## src/rtl/turn_signal_pkg.sv

```systemverilog
// turn_signal_pkg: shared channel-state encoding and default debounce depth
package turn_signal_pkg;

   typedef enum logic [1:0] {
      IDLE,
      ARMING,
      ACTIVE,
      RELEASING
   } chan_state_t;

   localparam int DB_CYCLES_DEFAULT = 4;

endpackage

```

## src/rtl/debounce_channel.sv

```systemverilog
// debounce_channel: synchronizer, debounce FSM and press pulse for one switch
module debounce_channel
   import turn_signal_pkg::*;
#(
   parameter int DB_CYCLES = DB_CYCLES_DEFAULT
) (
   input  logic clk,
   input  logic reset,
   input  logic raw,
   output logic level,
   output logic rise
);

   localparam int CW = $clog2(DB_CYCLES);
   localparam logic [CW-1:0] LAST = CW'(DB_CYCLES - 1);

   logic s1, s2;
   logic [CW-1:0] cnt;
   chan_state_t state;

   // two-flop synchronizer for the asynchronous switch input
   always_ff @(posedge clk or posedge reset)
      if (reset) begin
         s1 <= 1'b0;
         s2 <= 1'b0;
      end else begin
         s1 <= raw;
         s2 <= s1;
      end

   // debounce FSM; the edge that leaves IDLE/ACTIVE is the first stable sample, so the count starts at 1
   always_ff @(posedge clk or posedge reset)
      if (reset) begin
         state <= IDLE;
         cnt   <= '0;
         level <= 1'b0;
         rise  <= 1'b0;
      end else begin
         rise <= 1'b0;
         case (state)
            IDLE:
               if (s2) begin
                  state <= ARMING;
                  cnt   <= CW'(1);
               end
            ARMING:
               if (!s2) begin
                  state <= IDLE;
                  cnt   <= '0;
               end else if (cnt == LAST) begin
                  state <= ACTIVE;
                  cnt   <= '0;
                  level <= 1'b1;
                  rise  <= 1'b1;
               end else
                  cnt <= cnt + 1'b1;
            ACTIVE:
               if (!s2) begin
                  state <= RELEASING;
                  cnt   <= CW'(1);
               end
            RELEASING:
               if (s2) begin
                  state <= ACTIVE;
                  cnt   <= '0;
               end else if (cnt == LAST) begin
                  state <= IDLE;
                  cnt   <= '0;
                  level <= 1'b0;
               end else
                  cnt <= cnt + 1'b1;
            default: begin
               state <= IDLE;
               cnt   <= '0;
               level <= 1'b0;
            end
         endcase
      end

endmodule

```

## src/rtl/turn_switch_conditioner.sv

```systemverilog
// turn_switch_conditioner: independent debounce of the left and right turn switches
module turn_switch_conditioner
   import turn_signal_pkg::*;
#(
   parameter int DB_CYCLES = DB_CYCLES_DEFAULT
) (
   input  logic clk,
   input  logic reset,
   input  logic left_raw,
   input  logic right_raw,
   output logic left,
   output logic right,
   output logic left_rise,
   output logic right_rise
);

   debounce_channel #(.DB_CYCLES(DB_CYCLES)) u_left (
      .clk  (clk),
      .reset(reset),
      .raw  (left_raw),
      .level(left),
      .rise (left_rise)
   );

   debounce_channel #(.DB_CYCLES(DB_CYCLES)) u_right (
      .clk  (clk),
      .reset(reset),
      .raw  (right_raw),
      .level(right),
      .rise (right_rise)
   );

endmodule

```

## config.mk

```make
export PLATFORM = sky130hd
export DESIGN_NAME = turn_switch_conditioner
export DESIGN_NICKNAME = d
export VERILOG_FILES = /design/src/rtl/turn_signal_pkg.sv /design/src/rtl/debounce_channel.sv /design/src/rtl/turn_switch_conditioner.sv
export SDC_FILE = /design/constraint.sdc
export NUM_CORES = 1
export LEC_CHECK = 0
export BUFFER_PORTS_ARGS = -buffer_cell sky130_fd_sc_hd__buf_4
export CAP_MARGIN = 25
export CELL_PAD_IN_SITES_DETAIL_PLACEMENT = 1
export CELL_PAD_IN_SITES_GLOBAL_PLACEMENT = 1
export CORE_MARGIN = 5
export CORE_UTILIZATION = 26
export CTS_CLUSTER_DIAMETER = 60
export DETAILED_ROUTE_END_ITERATION = 16
export GPL_ROUTABILITY_DRIVEN = 1
export PLACE_DENSITY_LB_ADDON = 0.12
export SETUP_SLACK_MARGIN = 0.02
export SKIP_LAST_GASP = 1
export SYNTH_ARGS = -nofsm -noshare
export SYNTH_HDL_FRONTEND = slang
export SYNTH_HIERARCHICAL = 1
export SYNTH_SLANG_ARGS = --single-unit
```

## constraint.sdc

```tcl
create_clock -name clk -period 1.3 [get_ports clk]
set_input_delay 0.26 -clock clk [delete_from_list [all_inputs] [get_ports clk]]
set_output_delay 0.26 -clock clk [all_outputs]
set_load 0.02 [all_outputs]
```

# [Word-level counts from Yosys, hierarchy flattened]
# Cells that the tools add are included.
[word_totals] register_bits=16 in_bits=4 out_inout_bits=4 elab_cells=88
[classes] add_sub_neg=2 n_eq_ne=24 n_mux=40 reduce_logical=10
[ops] op="2-bit two-way mux" count=20
[ops] op="2-bit one-hot mux with 4 select lines" count=4
[ops] op="2-bit by 1-bit != test with 1-bit output, second input constant" count=8
[ops] op="1-bit two-way mux" count=14
[ops] op="2-bit == test, second input constant" count=6
[ops] op="5-bit AND reduction" count=2
[ops] op="2-bit != test, second input constant" count=4
[ops] op="4-bit AND reduction" count=2
[ops] op="3-bit by 1-bit != test with 1-bit output, second input constant" count=2
[ops] op="3-bit != test, second input constant" count=2
[ops] op="2-bit by 1-bit adder with 2-bit output, second input constant" count=2
[ops] op="2-bit by 1-bit == test with 1-bit output, second input constant" count=2
[ops] op="2-bit zero test" count=2
[ops] op="1-bit one-hot mux with 2 select lines" count=2
[ops] op="2-bit AND reduction" count=2
[ops] op="2-bit nonzero test" count=2

# [Logic depth before layout (Yosys ltp)]
[depth] ltp_word=4 depth_mapped=4 ltp_nobuf=4

# [By module]
# The synthesis kept the hierarchy.
[modules_own_cells] module="debounce_channel" n_inst=2 cells_per_inst=25 area_each_um2=297.8 seq_area_each_um2=200.2

# [Worst setup path after synthesis]
# OpenSTA, ideal clock, no wires.
[synth_path] kind="register -> register" start="reg u_left.cnt[0]" end="reg u_left.level" setup_ns=0.133 t_arrival_ns=0.843 required_time_ns=1.167 slack_ns=0.324 stages_incl_launch_ff=5 path_buffers=0 synth_period_minus_slack_ns=0.976 cell_sequence="dfrtp_1 -> ha_1 -> nand2_1 -> o31ai_1 -> o21ai_0"
[synth_between] elab_chain_len=3 elab_cells_between_ends=4 classes_between="eq/ne: 3; reduce/logical: 1"
[synth_rtl] element="start, declared" line_no="debounce_channel.sv:18" rtl="logic [CW-1:0] cnt;"
[synth_rtl] element="start signal, assigned" line_no="debounce_channel.sv:56" rtl="cnt <= cnt + 1'b1;"
[synth_rtl] element="start signal, assigned" line_no="debounce_channel.sv:71" rtl="cnt <= cnt + 1'b1;"
[synth_rtl] element="2-bit == test (*)" line_no="debounce_channel.sv:50, debounce_channel.sv:66"
[synth_rtl] element="2-bit by 1-bit != test with 1-bit output (no source line)"
[synth_rtl] element="5-bit AND reduction (no source line) (*)"
[synth_rtl] element="end signal, assigned" line_no="debounce_channel.sv:53" rtl="level <= 1'b1;"
[synth_rtl] element="end signal, assigned" line_no="debounce_channel.sv:69" rtl="level <= 1'b0;"
[synth_rtl] element="end signal, assigned" line_no="debounce_channel.sv:75" rtl="level <= 1'b0;"
[synth_rtl] element="end, declared" line_no="debounce_channel.sv:10" rtl="output logic level,"
# Mark *: on every way between the ends. The rest lies on a longest branch, timed or not.
# A chain may end at the register's enable or synchronous reset.

# [Worst setup path in the final report]
# Ends and elaborated chain as after synthesis.

==> impl_metrics.csv <==
group,metric,value,unit
outcome,status,"finished, final reports clean",
layout,final_common_cell,"dfrtp_1",
floorplanning,core-area,0.002191,mm^2
worst_setup_path,reg2reg_from,"u_left/cnt[0]",
worst_setup_path,r2r_end,"u_left/level",
routing,antenna_left,0,
routing,postRouteWirelength,1.038,mm
hold_path,holdCritPathClass,"in2reg",
synth,synthCells,50,
worst_setup_path,rrSetupSlack,0.20,ns
synth,post-synth-top-area-cell,"dfrtp_1",
sta,hold_violations,0,
clock_network,htreeDepth,1,
power_and_ir_drop,p_comb_frac,0.275,
clock_network,clkSlewWorstSetupHoldPaths,0.10,ns
layout,area_delta_synth_final,22.48,%
layout,final_cell_mix,"16 x dfrtp_1, 7 x buf_4, 6 x nand2_1, 6 x o21ai_0",
worst_setup_path,required,1.47,ns
layout,fin_area,729.5,um^2
hold_path,hold_path_startpoint,"right_raw",
routing,viasPerCell,4.133,
global_routing,grt_pass1_wl,1.959,mm
floorplanning,io_pins,8,
synth,synth_seq_cells,16,
floorplanning,num_rows,17,
clock_network,clock_path_buffers,2,
sta,rsz0062_at_grt,"false",
routing,wl_per_cell,11.53,um
power_and_ir_drop,sw_frac_of_total,0.3293,
routing,vias,372,
sta,clock_skew,0.004787,ns
hold_path,hold_end,"u_right/s1",
clock_network,clock_sinks,16,
worst_setup_path,reg2reg_depth,4,
global_routing,overflow,0,
hold_path,whs_path_depth,1,
power_and_ir_drop,p_leak,0.3497,nW
clock_network,numCtsBuffers,3,
global_routing,first_global_vias,415,
worst_setup_path,critPathMaxFanout,3,
layout,final_cells,90,
worst_setup_path,critical-path-max-stage-delay,0.38,ns
layout,drive_gt1_frac,0.2097,
global_routing,grt_max_degree,10,
layout,fin_util,0.3330,
floorplanning,dieArea,0.003348,mm^2
clock_network,post_cts_buffers,0,
layout,fillCellCount,249,
sta,finalCritPeriodShare,0.8437,
sta,min_period,1.097,ns
routing,dr.pass1.iters,3,
sta,worst_pin_slew,0.3283,ns
synth,syn_nets,56,
power_and_ir_drop,p_per_area,2108,mW/mm^2
synth,synth_top_area_share,0.6723,
synth,synth_cell_types,12,
global_routing,grt_use_total,0.08002,
worst_setup_path,worst_setup_path_start_kind,"register",
sta,setup_viol,0,
power_and_ir_drop,power.share.sequential,0.512,
placed_design,placed_cells,85,
placed_design,place_congestion,0.7115,
clock_network,clock_latency,0.28,ns
placed_design,postPlaceCellArea,683.2,um^2
sta,slew_headroom,0.7809,
synth,ys_seq_area_frac,0.6723,
layout,nets,69,
worst_setup_path,cp_data_arrival_time,1.26,ns
worst_setup_path,critPathKind,"reg2reg",
floorplanning,die_width,57.86,um
placed_design,dp_hpwl,757.1,um
sta,tns,0,ns
synth,syn_area,595.6,um^2
power_and_ir_drop,vdd_drop_max,0.7536,mV
layout,diodes,0,
worst_setup_path,path_cells,"ha_1, nand2_1, o31ai_1, o21ai_0",
worst_setup_path,cp_top_family,"flip-flops",
global_routing,antenna_found_initial,0,
clock_network,cts_tree,"built",
synth,synth_area_leaders,"dfrtp_1 67%, o21ai_0 5.0%, ha_1 4.2%",
power_and_ir_drop,switchingPower,0.5063,mW
worst_setup_path,crit_path_end_kind,"register",
synth,syn_avg_cell_area,11.91,um^2
power_and_ir_drop,power.internal,1.031,mW
routing,drt_iter0_markers,1,
floorplanning,initial_utilization,0.2718,
flow_run,max-cap-violations,0,
power_and_ir_drop,clockPowerShare,0.214,
routing,drc,0,
placed_design,io_buffers,7,
synth,yosysWarnings,6,
sta,timing.fmax,911.8,MHz
worst_setup_path,worst-path-buf-inv,0,
worst_setup_path,crit_slowest_cell,"dfrtp_1",
floorplanning,die_y,57.86,um
clock_network,cts_root_buf,"clkbuf_4",
clock_network,post_cts_resized,0,
sta,finalMaxSlewViolations,0,
==> routing by layer <==
metal / vias to the layer above / wire (um) / GRT usage
li1: 188 / - / -
met1: 176 / 565 / 0.1071
met2: 6 / 411 / 0.1081
met3: 2 / 44 / 0.02227
met4: 0 / 17 / 0.05960
met5: - / 0 / 0
==> metrics by stage <==
stage | hold WS [ns] | worst slack (ns) | power, mW
5_1_grt | 0.05017 | 0.1264 | 1.666
4_1_cts | 0.05163 | 0.1737 | 1.572
2_1_floorplan | 0.07566 | 0.3238 | 1.069
3_3_place_gp | 0.2505 | 0.2078 | 1.216
6_report | 0.07194 | 0.2032 | 1.537
3_5_place_dp | 0.2521 | 0.2302 | 1.224
==> synth_stat cells <==
cell	instances
and2_2	2
nor2_1	2
o31ai_1	2
o21a_1	2
nand3_1	4
ha_1	2
nand2b_1	2
inv_1	4
o21ai_0	6
xor2_1	2
nand2_1	6
dfrtp_1	16
==> repair_timing <==
item / 4_1_cts / 5_1_grt
endpoints found under the setup margin: 0 / 0
endpoints found under the hold margin: 16 / 0
hold buffers: 1 / 0
==> area by class of cell <==
| type | count | area [um^2] | area share |
|---|---|---|---|
| inverters | 4 | 15.01 | 0.02058 |
| clock buffers | 4 | 36.28 | 0.04974 |
| flip-flops and latches | 16 | 400.4 | 0.5489 |
| repair buffers | 8 | 62.56 | 0.08576 |
| well taps | 28 | 35.03 | 0.04803 |
| multi-input cells | 30 | 180.2 | 0.2470 |
==> power groups by stage <==
stage	logic, mW	registers (mW)	clock network [mW]
CTS	0.431	0.788	0.352
global placement	0.421	0.795	0
detailed placement	0.425	0.799	0
finish	0.422	0.787	0.329
floorplan	0.261	0.808	0
global route	0.487	0.810	0.369
==> cells by family after synthesis <==
| kind of cell | Yosys count | synth area share |
|---|---|---|
| DFF | 16 | 0.6723 |
| and+or+nand+nor | 16 | 0.1302 |
| adders and majority gates | 2 | 0.04201 |
| xor gates and xnor gates | 2 | 0.02942 |
| AOI/OAI and AO/OA | 10 | 0.1008 |
| buffers and inverters | 4 | 0.02520 |
==> worst register-to-register path: cells and delay by family (launching register included) <==
family | cells | cell delay (ns)
adders and majority gates | 1 | 0.20
AOI/OAI and AO/OA | 2 | 0.29
and+or+nand+nor | 1 | 0.11
DFF | 1 | 0.38
==> worst max-delay path by stage <==
stage | start | endpoint | slack [ns] | cells past startpoint
final | u_left/cnt[0] | u_left/level | 0.20 | 4
after global routing | u_right/cnt[0] | u_right/level | 0.13 | 4
after CTS | u_right/level | right | 0.17 | 1
after detailed placement | u_left/cnt[0] | u_left/level | 0.23 | 4
after global placement | u_left/cnt[0] | u_left/level | 0.21 | 4
after floorplan | u_left/cnt[0] | u_left/level | 0.32 | 4
Note: power is estimated with default switching activity, not from simulation.
